==> src/rtl/acc_sequencer.sv <==
// acc_sequencer: CPU-programmed load/compute/store bus master for the matrix-multiply accelerator
// Ports: s_mem_* register slave (CTRL/STATUS/SRC_A/SRC_B/DST at CFG_BASE), m_mem_* memory master,
//        busy = sequence running, irq = done | error (level).
module acc_sequencer #(
  parameter logic [31:0] CFG_BASE  = 32'h0160_0000,
  parameter logic [31:0] ACC_WRITE = 32'h0110_0000,
  parameter logic [31:0] ACC_READ  = 32'h0130_0000,
  parameter int          A_WORDS   = 1,
  parameter int          B_WORDS   = 4,
  parameter int          RES_WORDS = 2,
  parameter int          TIMEOUT   = 255
) (
  input  logic        clk,
  input  logic        reset,
  input  logic        s_mem_valid,
  input  logic [31:0] s_mem_addr,
  input  logic [31:0] s_mem_wdata,
  input  logic [3:0]  s_mem_wstrb,
  output logic        s_mem_ready,
  output logic [31:0] s_mem_rdata,
  output logic        m_mem_valid,
  output logic [31:0] m_mem_addr,
  output logic [31:0] m_mem_wdata,
  output logic [3:0]  m_mem_wstrb,
  input  logic        m_mem_ready,
  input  logic [31:0] m_mem_rdata,
  output logic        busy,
  output logic        irq
);
  localparam logic [2:0] IDLE = 3'd0, LOAD_RD = 3'd1, LOAD_WR = 3'd2, RES_RD = 3'd3, RES_WR = 3'd4, ERR = 3'd5;
  localparam logic [15:0] A_N = 16'(A_WORDS);
  localparam logic [15:0] LD_LAST = 16'(A_WORDS + B_WORDS - 1);
  localparam logic [15:0] RES_LAST = 16'(RES_WORDS - 1);
  localparam logic [15:0] WD_MAX = 16'(TIMEOUT - 1);

  logic [2:0]  state_q, state_d;
  logic [15:0] idx_q, idx_d, wd_q, wd_d;
  logic [31:0] data_q, data_d;
  logic        m_valid_q, m_valid_d;
  logic [31:0] m_addr_q, m_addr_d, m_wdata_q, m_wdata_d;
  logic [3:0]  m_wstrb_q, m_wstrb_d;
  logic [31:0] src_a_q, src_a_d, src_b_q, src_b_d, dst_q, dst_d;
  logic        done_q, done_d, error_q, error_d;
  logic        s_ready_q, s_ready_d;
  logic [31:0] s_rdata_q, s_rdata_d;

  logic [31:0] off, ofs, ofs_b, req_addr;
  logic        hit, wr_s, cfg_wr, st_wr, start, is_wr, m_ack, issue, tmo, last_res;

  function automatic logic [31:0] merge(input logic [31:0] old, input logic [31:0] d, input logic [3:0] s);
    logic [31:0] m;
    m = {{8{s[3]}}, {8{s[2]}}, {8{s[1]}}, {8{s[0]}}};
    return ((old & ~m) | (d & m)) & 32'hFFFF_FFFC;
  endfunction

  // Slave decode: one ack per access, so a held valid is not re-acked while ready is high.
  assign off    = s_mem_addr - CFG_BASE;
  assign hit    = s_mem_valid && off <= 32'd16 && off[1:0] == 2'b00 && !s_ready_q;
  assign wr_s   = hit && |s_mem_wstrb;
  assign busy   = state_q != IDLE && state_q != ERR;
  assign cfg_wr = wr_s && !busy;
  assign st_wr  = wr_s && off == 32'd4 && s_mem_wstrb[0];
  assign start  = wr_s && off == 32'd0 && s_mem_wstrb[0] && s_mem_wdata[0] && !busy;

  assign src_a_d = cfg_wr && off == 32'd8  ? merge(src_a_q, s_mem_wdata, s_mem_wstrb) : src_a_q;
  assign src_b_d = cfg_wr && off == 32'd12 ? merge(src_b_q, s_mem_wdata, s_mem_wstrb) : src_b_q;
  assign dst_d   = cfg_wr && off == 32'd16 ? merge(dst_q, s_mem_wdata, s_mem_wstrb) : dst_q;

  assign s_ready_d = hit;
  assign s_rdata_d = !hit            ? 32'h0 :
                     off == 32'd4    ? {29'd0, error_q, done_q, busy} :
                     off == 32'd8    ? src_a_q :
                     off == 32'd12   ? src_b_q :
                     off == 32'd16   ? dst_q : 32'h0;

  // Master side: a new request needs a fully idle cycle (valid=0, ready=0) so a
  // lingering registered ready from the previous slave cannot ack it.
  assign is_wr    = state_q == LOAD_WR || state_q == RES_WR;
  assign m_ack    = m_valid_q && m_mem_ready;
  assign issue    = busy && !m_valid_q && !m_mem_ready;
  assign tmo      = m_valid_q && !m_mem_ready && wd_q == WD_MAX;
  assign last_res = state_q == RES_WR && idx_q == RES_LAST;
  assign ofs      = {14'd0, idx_q, 2'b00};
  assign ofs_b    = {14'd0, idx_q - A_N, 2'b00};
  assign req_addr = state_q == LOAD_RD ? (idx_q < A_N ? src_a_q + ofs : src_b_q + ofs_b) :
                    state_q == RES_RD  ? ACC_READ + ofs :
                    state_q == LOAD_WR ? ACC_WRITE + ofs : dst_q + ofs;

  assign m_valid_d = issue ? 1'b1 : (m_ack || tmo) ? 1'b0 : m_valid_q;
  assign m_addr_d  = issue ? req_addr : m_addr_q;
  assign m_wdata_d = issue ? (is_wr ? data_q : 32'h0) : m_wdata_q;
  assign m_wstrb_d = issue ? (is_wr ? 4'hF : 4'h0) : m_wstrb_q;
  assign wd_d      = issue ? 16'd0 : (m_valid_q && !m_mem_ready) ? wd_q + 16'd1 : wd_q;
  assign data_d    = m_ack && !is_wr ? m_mem_rdata : data_q;

  always_comb begin
    state_d = state_q;
    idx_d   = idx_q;
    if (state_q == ERR) state_d = IDLE;
    else if (tmo) state_d = ERR;
    else if (m_ack)
      case (state_q)
        LOAD_RD: state_d = LOAD_WR;
        LOAD_WR: begin
          state_d = idx_q == LD_LAST ? RES_RD : LOAD_RD;
          idx_d   = idx_q == LD_LAST ? 16'd0 : idx_q + 16'd1;
        end
        RES_RD:  state_d = RES_WR;
        RES_WR: begin
          state_d = last_res ? IDLE : RES_RD;
          idx_d   = idx_q + 16'd1;
        end
        default: state_d = state_q;
      endcase
    if (start) begin
      state_d = LOAD_RD;
      idx_d   = s_mem_wdata[1] ? A_N : 16'd0;
    end
  end

  // Flag sets are applied after clears so a same-edge clear loses to completion/error.
  always_comb begin
    done_d  = done_q;
    error_d = error_q;
    if (st_wr && s_mem_wdata[1]) done_d = 1'b0;
    if (st_wr && s_mem_wdata[2]) error_d = 1'b0;
    if (start) begin
      done_d  = 1'b0;
      error_d = 1'b0;
    end
    if (m_ack && last_res) done_d = 1'b1;
    if (tmo) error_d = 1'b1;
  end

  always_ff @(posedge clk or posedge reset)
    if (reset) begin
      state_q   <= IDLE;
      idx_q     <= '0;
      wd_q      <= '0;
      data_q    <= '0;
      m_valid_q <= 1'b0;
      m_addr_q  <= '0;
      m_wdata_q <= '0;
      m_wstrb_q <= '0;
      src_a_q   <= '0;
      src_b_q   <= '0;
      dst_q     <= '0;
      done_q    <= 1'b0;
      error_q   <= 1'b0;
      s_ready_q <= 1'b0;
      s_rdata_q <= '0;
    end else begin
      state_q   <= state_d;
      idx_q     <= idx_d;
      wd_q      <= wd_d;
      data_q    <= data_d;
      m_valid_q <= m_valid_d;
      m_addr_q  <= m_addr_d;
      m_wdata_q <= m_wdata_d;
      m_wstrb_q <= m_wstrb_d;
      src_a_q   <= src_a_d;
      src_b_q   <= src_b_d;
      dst_q     <= dst_d;
      done_q    <= done_d;
      error_q   <= error_d;
      s_ready_q <= s_ready_d;
      s_rdata_q <= s_rdata_d;
    end

  assign s_mem_ready = s_ready_q;
  assign s_mem_rdata = s_rdata_q;
  assign m_mem_valid = m_valid_q;
  assign m_mem_addr  = m_addr_q;
  assign m_mem_wdata = m_wdata_q;
  assign m_mem_wstrb = m_wstrb_q;
  assign irq         = done_q | error_q;
endmodule

==> config.mk <==
export PLATFORM = sky130hd
export DESIGN_NAME = acc_sequencer
export DESIGN_NICKNAME = d
export VERILOG_FILES = /design/src/rtl/acc_sequencer.sv
export SDC_FILE = /design/constraint.sdc
export NUM_CORES = 1
export LEC_CHECK = 0
export BUFFER_PORTS_ARGS = -buffer_cell sky130_fd_sc_hd__buf_4
export CAP_MARGIN = 20
export CORE_MARGIN = 2
export CORE_UTILIZATION = 30
export DETAILED_ROUTE_END_ITERATION = 12
export SLEW_MARGIN = 10
export SYNTH_ARGS = -nofsm -noshare
export SYNTH_HDL_FRONTEND = slang
export SYNTH_SLANG_ARGS = --single-unit
==> constraint.sdc <==
create_clock -name clk -period 14 [get_ports clk]
set_clock_uncertainty 0.05 [all_clocks]
set_input_delay 2.1 -clock clk [delete_from_list [all_inputs] [get_ports clk]]
set_output_delay 2.1 -clock clk [all_outputs]
set_load 0.005 [all_outputs]
**After elaboration in Yosys (flattened, before gate mapping)**

Index checks and enable logic that the tools add are counted.
Widths: inputs -> output; s select.

- Register bits after elaboration: 261
- Input port bits: 104
- Output and inout bits: 104
- Logic and storage cells: 131

- $add $sub $neg: 9
- Magnitude comparators: 2
- Equality and inequality tests: 15
- Multiplexer cells: 35
- Bitwise gates (word level): 9
- Reductions and logical operators: 46

Operator list:

| operator | number |
|---|---|
| $mux 32 | 10 |
| $and 32x32->32 | 4 |
| $mux 16 | 7 |
| $add 32x18->32 | 3 |
| $or 32x32->32 | 3 |
| $eq 32x4->1 const B | 2 |
| $add 25x18->26 const A | 2 |
| $add 16x1->16 const B | 2 |
| $eq 32x3->1 const B | 1 |
| $eq 32x5->1 const B | 1 |
| $le 32x5->1 const B | 1 |
| $logic_not 32->1 | 1 |
| $not 32->32 | 1 |
| $pmux 16 s2 | 1 |
| $sub 32x25->32 const B | 1 |
| $logic_and 1x1->1 | 25 |
| $eq 16x1->1 const B | 1 |
| $eq 16x3->1 const B | 1 |
| $eq 16x8->1 const B | 1 |
| $lt 16x1->1 const B | 1 |
| $sub 16x1->16 const B | 1 |
| $mux 3 | 4 |
| $pmux 3 s4 | 1 |
| $reduce_bool 3->1 | 4 |
| 18 further kinds | 37 |

**Depth between registers and ports, before layout**

Gate-level depths: netlist of run 1.

- Word-level depth: 12
- Gate-level depth with buffers: 16
- Gate-level depth less buffers: 14

**Worst setup path after synthesis of run 1**

OpenSTA, ideal clock, no wires.

- Path type: input to register
- From: input port s_mem_addr[21]
- To: register with a tool-made name
- Arrival time: 4.157 ns
- Path slack: 9.667 ns
- Stages: 10
- Path through: ha_1 nor4_1 o211ai_1 a2111oi_4 and3_1 buf_4 and3_4 buf_12 nand2_8 mux2_4

RTL lines:

| element | line | source |
|---|---|---|
| start, declared | 16 | `input logic [31:0] s_mem_addr,` |

**Final worst setup path of run 1**

- From: register idx_q[4]
- To: register m_addr_q[20] (netlist: m_mem_addr[20])

- Longest elaborated chain between the ends: 4
- Elaborated cells on any way between the ends: 11

Ends and longest elaborated chain:

| element | line | source |
|---|---|---|
| start, declared | 37 | `logic [15:0] idx_q, idx_d, wd_q, wd_d;` |
| start signal, assigned | 154 | `idx_q <= idx_d;` |
| $sub 16x1->16 (tied with other cells) | 84 | `assign ofs_b = {14'd0, idx_q - A_N, 2'b00};` |
| $add 32x18->32 or $mux 32 (tied branches) | 85, 87 |  |
| $mux 32, on equally long branches | 85, 86 |  |
| $mux 32 * | 85 | `assign req_addr = state_q == LOAD_RD ? (idx_q < A_N ? src_a_q + ofs : src_b_q + ofs_b) :` |
| end signal, assigned | 158 | `m_addr_q <= m_addr_d;` |
| end, declared | 40 | `logic [31:0] m_addr_q, m_addr_d, m_wdata_q, m_wdata_d;` |

Every way passes the cells marked *; elsewhere a longest branch is shown, timed or not.
A chain may end at the register's enable or synchronous reset.

==> results of run 1 <==
[worst min-delay path by stage]
| stage | endpoint | slack [ns] |
|---|---|---|
| after floorplan | wd_q[15] | 0.40 |
| after global placement | m_mem_addr[5] | 0.41 |
| after detailed placement | m_mem_addr[5] | 0.42 |
| after CTS | m_mem_addr[5] | 0.43 |
| after global routing | data_q[7] | 0.45 |
| final | m_mem_addr[2] | 0.43 |
[metal layers]
layer / wire (um) / vias to the layer above
li1: - / 6091
met1: 22100 / 6525
met2: 23100 / 527
met3: 4270 / 76
met4: 1270 / 0
met5: 0 / -
[cells by family (layout without fill, tap and decap cells)]
kind of cell | count (synthesis) | in the layout | synth area share
AOI/OAI and AO/OA | 420 | 420 | 0.184
xor gates and xnor gates | 65 | 65 | 0.0367
adders and majority gates | 58 | 58 | 0.0482
buffers and inverters | 116 | 304 | 0.0336
DFF | 256 | 256 | 0.413
muxes | 131 | 131 | 0.116
other | 1 | 2 | 0.000242
and+or+nand+nor | 509 | 509 | 0.168
[worst max-delay path: stages (launching register included)]
cell and delay (ns):
dfrtp_1 0.56, nor4_1 0.55, and2_1 0.24, nand2_1 0.08
or2_2 0.34, nor4_1 0.26, xor2_1 0.12, ha_1 0.35
nand2_1 0.09, or3_1 0.32, a211oi_1 0.89, o21ai_1 0.26
xor2_1 0.20, a21oi_1 0.08, a32o_1 0.30
[stage by stage]
| step | utilization | setup slack (ns) | instance area [sq um] | power, W |
|---|---|---|---|---|
| floorplan | - | 4.81 | 15500 | 0.000770 |
| global placement | 0.345 | 8.94 | 17700 | 0.000808 |
| detailed placement | 0.345 | 8.92 | 17700 | 0.000809 |
| CTS | 0.363 | 9.27 | 18600 | 0.00156 |
| global route | 0.363 | 8.90 | 18600 | 0.00159 |
| finish | 0.363 | 9.17 | 18600 | 0.00154 |
[power groups by stage]
stage,Combinational [W],Sequential [W],Clock [W]
2_1_floorplan,0.0000151,0.000755,0
3_3_place_gp,0.0000532,0.000755,0
3_5_place_dp,0.0000543,0.000755,0
4_1_cts,0.0000545,0.000741,0.000763
5_1_grt,0.0000584,0.000741,0.000795
6_report,0.0000525,0.000741,0.000743
[layout make-up]
type	count	area, sq um	share of cell area
tap	680	851	0.0458
clock buffer	39	783	0.0422
clock inverter	13	131	0.00707
sequential	256	6410	0.345
inverter	26	105	0.00566
multi-input combinational	1185	8610	0.463
timing repair buffer	226	1690	0.0912
[placed cells by master (no fill, tap or decap), drive strengths merged, types with 21 or more instances in the layout]
cell    Yosys  final
a211oi     25     25
dfrtp     256    256
mux2      122    122
a21oi      74     74
clkbuf     63     39
o21ai     124    124
xnor2      31     31
nand3      39     39
nor2      117    117
nor3       24     24
ha         55     55
inv        26     28
o211ai     23     23
xor2       34     34
nand2     197    197
buf        27    226
and3       21     21
a222oi     30     30
==> summary.txt, run 1 <==
Outcome
  – Outcome: complete, no violations

STA
  – Final Hold Viols: 0
  – Period utilization: 0.345
  – Max-slew violation count: 0
  – Hold_ws: 0.427 ns
  – Endpoints failing setup: 0
  – Fmax: 0.207 GHz
  – Worst slew pin tran: between 1 and 1.5 ns
  – Tmin final: 4.83 ns
  – Final setup TNS: 0 ns
  – RSZ-0062 raised after global routing: false
  – Worst rel slew slack: 0.272

Worst setup path
  – Setup crit start kind: flop
  – Worst setup endpoint: m_mem_addr[20]
  – Worst EP arrival: about 5.2 ns
  – R2r setup slk: 9.17 ns
  – Reg-to-Reg Start: idx_q[4]
  – Register-to-Register Path Depth: 14
  – CP max FO: 14
  – Critical path data required time: 14.40 ns
  – Critical path startpoint: idx_q[4]
  – Crit Path Class: flop to flop
  – CP endpoint kind: flop
  – Worst R2R End: m_mem_addr[20]

Drt
  – Total number of vias: roughly 13000
  – DRC violations left: 0
  – First-pass DRT Iterations: 7
  – Routed len/inst: 20.9 um
  – Final Routed Wirelength: roughly 50000 um
  – Initial DRC count: 1331
  – Vias per cell: 5.45
  – Final ANT Viol Nets: 0

Synthesis
  – Top cell type's share of synthesized area: 0.413
  – Yosys warnings: 0
  – Syn Inst Count: 1556
  – Netlist cell types: 80
  – Synth Cell Area: approximately 16000 sq um
  – Post-synth EDFFs: 0
  – Top cells by area, synth: dfrtp_1, mux2_4, nand2_1
  – Count leader, synth: dfrtp_1
  – Register area share after synthesis: 0.413
  – FF+latch count, synth: 256
  – Fraction of registers with async set/reset: 1.00
  – Top cell type by total area after synthesis: dfrtp_1
  – Dominant synthesized flop cell: dfrtp_1
  – Synth cell count leaders: dfrtp_1, nand2_1, nor2_1
  – Syn Area/Cell: 9.97 sq um

Global route
  – Grt ovf: 0
  – GR Util met3: 0.0354
  – Vias in the first global route: approximately 13000
  – First-pass GRT wire length: 79000 um
  – Largest net degree at the start of global routing: 109
  – Met1 Usage GRT: 0.255
  – Initial antenna violation count: 0
  – Overall Global Routing Usage: 0.187
  – GR peak layer: met2
  – Met2 usage: 0.303

Final layout
  – Nets: 1885
  – Share of post-route cells with drive strength above 1: 0.240
  – Filler cells: 5108
  – Non-filler cells, final: between 2000 and 2500
  – Antenna fix cells: 0
  – Area Overhead vs Synth: 19.8%

Floorplan
  – Die area: 53500 sq um
  – Cell Rows: 83
  – Die width: 231 um
  – Die H: about 230 um
  – Area of the core: 51200 sq um
  – Boundary pin count: 208
  – Initial core utilization: 0.303

Clock network
  – TritonCTS Buffers: 28
  – Hold Buf Count CTS: 0
  – CTS Buffer Depth: 3
  – Clock sinks: 256
  – Skew-Pair Late Insertion Delay: 0.57 ns
  – Post-CTS Setup Inserts: 0
  – H-tree levels: 1
  – CTS Root Cell: clkbuf_16
  – CTS resizes: 0
  – CTS tree: built
  – Worst-path clk slew: 0.06 ns

Pwr
  – Worst vdd ir: approximately 0.000074 V
  – Combinational power share: 0.034
  – Switch share: 0.224
  – Leak: 8.49 nW
  – Flop pwr share: 0.482
  – NetSw: roughly 0.00034 W
  – Clk pwr share: 0.484
  – P per Cell Area: ~83 nW/um^2
  – Internal Pwr Total: 0.00119 W

Place
  – Dpl hpwl: 38200 um
  – PortBufs: 205
  – Dpl cells: 2372
  – Final Wtd Congestion: 0.922

Hold path
  – HP Class: flop to flop
  – Worst hold start: m_mem_addr[2]
  – Hold Path Depth: 2

Job
  – Maxcap violations: 0
Power figures use the tool's default switching activity.
==> inputs of run 2 (changes only) <==
==> constraint.sdc (replaced) <==
create_clock -name clk -period 5.1 [get_ports clk]
set_clock_uncertainty 0.05 [all_clocks]
set_input_delay 0.765 -clock clk [delete_from_list [all_inputs] [get_ports clk]]
set_output_delay 0.765 -clock clk [all_outputs]
set_load 0.005 [all_outputs]
==> summary.txt, run 2 (same netlist as run 1, synthesis figures left out) <==
Drt
  – Final Routed Wirelength: 50400 um (-0.66%)
  – Total number of vias: 13100 (-0.92%)
  – Vias per cell: 5.40 (-0.88%)
  – Final ANT Viol Nets: 0 (unchanged)
  – Routed len/inst: 20.8 um (-0.62%)
  – First-pass DRT Iterations: 7 (unchanged)
  – DRC violations left: 0 (unchanged)
  – Initial DRC count: 1041 (-22%)

STA
  – RSZ-0062 raised after global routing: false
  – Worst slew pin tran: 1.02 ns (-0.0603 ns)
  – Worst rel slew slack: 0.317 (+0.0446)
  – Final Hold Viols: 0 (unchanged)
  – Fmax: 0.234 GHz (+13%)
  – Max-slew violation count: 0 (unchanged)
  – Final setup TNS: 0 ns (unchanged)
  – Tmin final: 4.27 ns (-0.565 ns)
  – Endpoints failing setup: 0 (unchanged)
  – Period utilization: 0.836 (+0.491)
  – Hold_ws: 0.0909 ns (-0.336 ns)

Clock network
  – CTS tree: built
  – H-tree levels: 1 (unchanged)
  – Worst-path clk slew: 0.06 ns (about the same)
  – Hold Buf Count CTS: 0 (unchanged)
  – CTS resizes: 0 (unchanged)
  – Post-CTS Setup Inserts: 0 (unchanged)
  – Clock sinks: 256 (unchanged)
  – CTS Buffer Depth: 3 (unchanged)
  – TritonCTS Buffers: 28 (unchanged)
  – Skew-Pair Late Insertion Delay: 0.57 ns (about the same)
  – CTS Root Cell: clkbuf_16

Final layout
  – Share of post-route cells with drive strength above 1: 0.238 (-0.00158)
  – Most frequent cells in the layout: dfrtp_1, buf_4, nand2_1
  – Antenna fix cells: 0 (unchanged)
  – Area Overhead vs Synth: 20.0%
  – Nets: 1885 (unchanged)
  – Most common cell after layout, fill and taps aside: dfrtp_1

Global route
  – Vias in the first global route: 13100 (+0.65%)
  – Largest net degree at the start of global routing: 151 (+39%)
  – Overall Global Routing Usage: 0.186 (-0.00131)
  – Initial antenna violation count: 0 (unchanged)
  – Grt ovf: 0 (unchanged)
  – First-pass GRT wire length: 78700 um (-0.44%)

Pwr
  – Leak: 8.50 nW (about the same)
  – P per Cell Area: 229 nW/um^2 (+180%)
  – Clk pwr share: 0.489 (+0.005)
  – Worst vdd ir: 0.000161 V (+120%)
  – Combinational power share: 0.033 (about the same)
  – Switch share: 0.219 (-0.00519)
  – Flop pwr share: 0.478 (-0.004)
  – NetSw: 0.000933 W (+170%)
  – Internal Pwr Total: 0.00332 W (+180%)

Floorplan
  – Cell Rows: 83 (unchanged)
  – Die width: 231 um (unchanged)
  – Boundary pin count: 208 (unchanged)
  – Die area: 53500 sq um (unchanged)
  – Area of the core: 51200 sq um (unchanged)
  – Initial core utilization: 0.303 (unchanged)
  – Die H: 231 um (unchanged)

Place
  – PortBufs: 205 (unchanged)
  – Dpl hpwl: 37100 um (-2.7%)
  – Final Wtd Congestion: 0.914 (-0.94%)

Worst setup path
  – Critical path data required time: 5.50 ns (-8.90 ns)
  – CP endpoint kind: flop
  – Worst Path Buf+Inv: 0 (unchanged)
  – Worst EP arrival: 4.66 ns (-0.57 ns)
  – Crit path cell chain: nor4_1 > and2_1 > nand2_1 > or2_2 > nor3_1 > xor2_1 > ha_1 > nand2_1 > o21a_1 > o21ai_0 > o21ai_1 > xor2_1 > a21oi_1 > a32o_1
  – CP max FO: 14 (unchanged)
  – Crit Path Class: flop to flop
  – Register-to-Register Path Depth: 14 (unchanged)
  – Cell at the slowest stage of the critical path: o21ai_0
  – R2r setup slk: 0.83 ns (-8.33 ns)
  – Cell family with most CP delay: simple AND/OR/NAND/NOR gates
  – Worst R2R End: m_mem_addr[20]
  – Reg-to-Reg Start: idx_q[4]
  – CP max stage delay: 0.62 ns (-0.27 ns)
  – Setup crit start kind: flop

Hold path
  – HP Class: input port to asynchronous set/reset pin

Outcome
  – Outcome: complete, no violations

Job
  – Maxcap violations: 0 (unchanged)
-- run 2: changes by cell type in the layout (fill, tap and decap cells not counted), sizes merged --
cell,change
inv,-3
buf,-1
clkinv,-4
clkbuf,+7
-- run 2: metal layers --
layer	wire length, um	part of all wire	global-route usage	up-vias
li1	-	-	-	6077
met1	22100	0.44	0.253	6467
met2	23400	0.46	0.306	472
met3	3640	0.072	0.0294	81
met4	1250	0.025	0.0504	0
met5	0	0	0	-
-- run 2: cell type report --
| class | count | area [sq um] |
|---|---|---|
| clock buffers | 45 | 846 |
| clock inverters | 6 | 82.6 |
| fillers | 5096 | 32600 |
| inverters | 26 | 101 |
| multi-input cells | 1185 | 8610 |
| flip-flops and latches | 256 | 6410 |
| well taps | 680 | 851 |
| repair buffers | 226 | 1720 |
-- run 2: power groups by stage --
stage | logic [W] | registers [W] | clock network (W)
floorplan | 0.0000419 | 0.00207 | 0
global placement | 0.000141 | 0.00207 | 0
CTS | 0.000146 | 0.00203 | 0.00213
finish | 0.000141 | 0.00203 | 0.00208
global route | 0.000158 | 0.00203 | 0.00221
detailed placement | 0.000146 | 0.00207 | 0
-- run 2: worst max-delay path by stage --
| stage | start | endpoint | cells after the start |
|---|---|---|---|
| after CTS | idx_q[4] | m_mem_addr[20] | 14 |
| final | idx_q[4] | m_mem_addr[20] | 14 |
| after global placement | idx_q[4] | m_mem_addr[20] | 14 |
| after global routing | idx_q[4] | m_mem_addr[20] | 14 |
| after floorplan | reset | asynchronous set/reset pin | 1 |
| after detailed placement | idx_q[4] | m_mem_addr[20] | 14 |
-- run 2: stage by stage --
stage	cell area, sq um	power, W	worst slack (ns)	utilization	instances
5_1_grt	18600	0.00441	0.463	0.364	2424
6_report	18600	0.00426	0.835	0.364	2424
2_1_floorplan	15500	0.00211	0.913	-	1557
4_1_cts	18600	0.00431	0.896	0.363	2423
3_5_place_dp	17700	0.00222	0.935	0.345	2372
3_3_place_gp	17700	0.00221	1.05	0.345	2372
-- run 2: worst reg2reg max path, cell delays in order (launching register included) --
cell and delay [ns]:
dfrtp_1 0.53, nor4_1 0.49, and2_1 0.24, nand2_1 0.11, or2_2 0.33, nor3_1 0.18, xor2_1 0.10, ha_1 0.35
nand2_1 0.12, o21a_1 0.19, o21ai_0 0.62, o21ai_1 0.25, xor2_1 0.18, a21oi_1 0.09, a32o_1 0.31
==> inputs of run 3 (changes only) <==
==> constraint.sdc (replaced) <==
create_clock -name clk -period 3.9 [get_ports clk]
set_clock_uncertainty 0.05 [all_clocks]
set_input_delay 0.585 -clock clk [delete_from_list [all_inputs] [get_ports clk]]
set_output_delay 0.585 -clock clk [all_outputs]
set_load 0.005 [all_outputs]
==> summary.txt, run 3 (same netlist as run 1, synthesis figures left out) <==
Global route
  – Vias in the first global route: 13100 (+0.11%)
  – Largest net degree at the start of global routing: 98 (-35%)
  – First-pass GRT wire length: 78700 um (+0.11%)
  – Overall Global Routing Usage: 0.187 (+0.00117)
  – Initial antenna violation count: 0 (unchanged)
  – Grt ovf: 0 (unchanged)

Drt
  – First-pass DRT Iterations: 7 (unchanged)
  – Vias per cell: 5.36 (-0.85%)
  – Total number of vias: 13200 (+0.62%)
  – Routed len/inst: 20.6 um (-0.80%)
  – Final Routed Wirelength: 50700 um (+0.67%)
  – Final ANT Viol Nets: 0 (unchanged)
  – Initial DRC count: 1019 (-2.1%)
  – DRC violations left: 0 (unchanged)

Floorplan
  – Die H: 231 um (unchanged)
  – Die area: 53500 sq um (unchanged)
  – Initial core utilization: 0.303 (unchanged)
  – Boundary pin count: 208 (unchanged)
  – Die width: 231 um (unchanged)
  – Area of the core: 51200 sq um (unchanged)
  – Cell Rows: 83 (unchanged)

Clock network
  – Hold Buf Count CTS: 0 (unchanged)
  – H-tree levels: 1 (unchanged)
  – Skew-Pair Late Insertion Delay: 0.57 ns (about the same)
  – CTS Root Cell: clkbuf_16
  – Worst-path clk slew: 0.07 ns (about the same)
  – TritonCTS Buffers: 29 (+3.6%)
  – CTS tree: built
  – Clock sinks: 256 (unchanged)
  – CTS Buffer Depth: 3 (unchanged)

Worst setup path
  – Cell at the slowest stage of the critical path: dfrtp_1
  – Cell family with most CP delay: simple AND/OR/NAND/NOR gates
  – Worst EP arrival: 4.03 ns (-0.63 ns)
  – Setup crit start kind: flop
  – Crit path cell chain: nor4_2 > and2_1 > nand2_1 > or2_2 > nor4_2 > xor2_1 > ha_1 > nand2_1 > or3_1 > a211oi_2 > buf_4 > o21ai_1 > xor2_1 > a21oi_1 > a32o_1
  – CP max FO: 6 (-8)
  – CP max stage delay: 0.39 ns (-0.23 ns)
  – CP endpoint kind: flop
  – Crit Path Class: flop to flop
  – Worst Path Buf+Inv: 1 (+1)
  – Critical path data required time: 4.31 ns (-1.19 ns)

STA
  – Period utilization: 0.927 (+0.0906)
  – Fmax: 0.277 GHz (+18%)
  – Final setup TNS: 0 ns (unchanged)
  – Endpoints failing setup: 0 (unchanged)
  – Final Hold Viols: 0 (unchanged)
  – Worst slew pin tran: 0.932 ns (-0.0930 ns)
  – Tmin final: 3.61 ns (-0.650 ns)
  – Hold_ws: 0.0661 ns (-0.0248 ns)
  – Worst rel slew slack: 0.378 (+0.0613)
  – Max-slew violation count: 0 (unchanged)

Final layout
  – Nets: 1921 (+1.9%)
  – Most frequent cells in the layout: buf_4, dfrtp_1, nand2_1
  – Final Instance Area: 19000 sq um (+1.9%)
  – Most common cell after layout, fill and taps aside: buf_4
  – Antenna fix cells: 0 (unchanged)
  – Filler cells: 5129 (+0.65%)
  – Area Overhead vs Synth: 22.3%
  – Share of post-route cells with drive strength above 1: 0.262 (+0.0244)

Pwr
  – Combinational power share: 0.034 (about the same)
  – Design Power: 0.00563 W (+32%)
  – Worst vdd ir: 0.000270 V (+67%)
  – P per Cell Area: 297 nW/um^2 (+30%)
  – Leak: 8.71 nW (+2.4%)
  – Switch share: 0.226 (+0.00713)
  – Flop pwr share: 0.472 (-0.006)
  – Internal Pwr Total: 0.00436 W (+31%)
  – NetSw: 0.00127 W (+37%)
  – Clk pwr share: 0.494 (+0.005)

Job
  – Maxcap violations: 0 (unchanged)

Place
  – Placed Area: 17900 sq um (+1.4%)
  – Dpl hpwl: 37900 um (+2.2%)
  – Final Wtd Congestion: 0.893 (-2.2%)
  – PortBufs: 205 (unchanged)

Hold path
  – HP Class: input port to asynchronous set/reset pin

Outcome
  – Outcome: complete, no violations
[run 3: worst reg2reg max path: cells and delay by family, from the launching register on]
family	cells	cell delay, ns
AO/OA/AOI/OAI	4	0.69
AND/OR/NAND/NOR	7	1.58
flip-flops	1	0.39
XOR/XNOR	2	0.30
adder cells (fa/ha/maj)	1	0.34
buffers and inverters	1	0.17
[run 3: layout make-up]
| class | count | area (sq um) | area share |
|---|---|---|---|
| Multi-Input combinational cell | 1185 | 8640 | 0.456 |
| Sequential cell | 256 | 6410 | 0.338 |
| Timing Repair Buffer | 261 | 2000 | 0.105 |
| Tap cell | 680 | 851 | 0.0449 |
| Clock buffer | 38 | 820 | 0.0432 |
| Clock inverter | 14 | 145 | 0.00765 |
| Inverter | 26 | 101 | 0.00534 |
[run 3: metrics by stage]
stage | worst slack (ns) | util | instances
final | 0.285 | 0.370 | 2460
after global routing | -0.0194 | 0.370 | 2460
after CTS | 0.0968 | 0.369 | 2455
after detailed placement | 0.00835 | 0.350 | 2403
after global placement | 0.0218 | 0.350 | 2403
after floorplan | -0.107 | - | 1557
[run 3: worst paths after layout]
kind / startpoint / to / slack, ns / cells past startpoint
max reg2reg: idx_q[7] / m_mem_addr[20] / 0.29 / 15
min reg2reg: m_mem_addr[4] / m_mem_addr[4] / 0.43 / 2
max in group asynchronous: reset / asynchronous set/reset pin / 2.82 / 3
min in group clk: m_mem_rdata[18] / data_q[18] / 0.19 / 2
max: idx_q[7] / m_mem_addr[20] / 0.29 / 15
min: reset / m_mem_wdata[14] / 0.07 / 2
[run 3: routing by layer]
| metal | GRT usage | up-vias | routed length, um |
|---|---|---|---|
| met5 | 0 | - | 0 |
| met4 | 0.0482 | 0 | 1120 |
| met3 | 0.0283 | 72 | 3710 |
| met2 | 0.309 | 495 | 23500 |
| met1 | 0.255 | 6463 | 22400 |
| li1 | - | 6148 | - |
[run 3: power by group through the flow]
| stage | clock network [W] | logic, W | registers, W |
|---|---|---|---|
| finish | 0.00278 | 0.000190 | 0.00266 |
| detailed placement | 0 | 0.000195 | 0.00271 |
| CTS | 0.00285 | 0.000196 | 0.00266 |
| global route | 0.00296 | 0.000212 | 0.00266 |
| global placement | 0 | 0.000190 | 0.00271 |
| floorplan | 0 | 0.0000548 | 0.00271 |
[run 3: what timing repair did]
action | in CTS | in global routing
pin swaps | 0 | 5
endpoints found under the setup margin | 1 | 11
resized for setup | 1 | 9
buffers inserted | 0 | 5
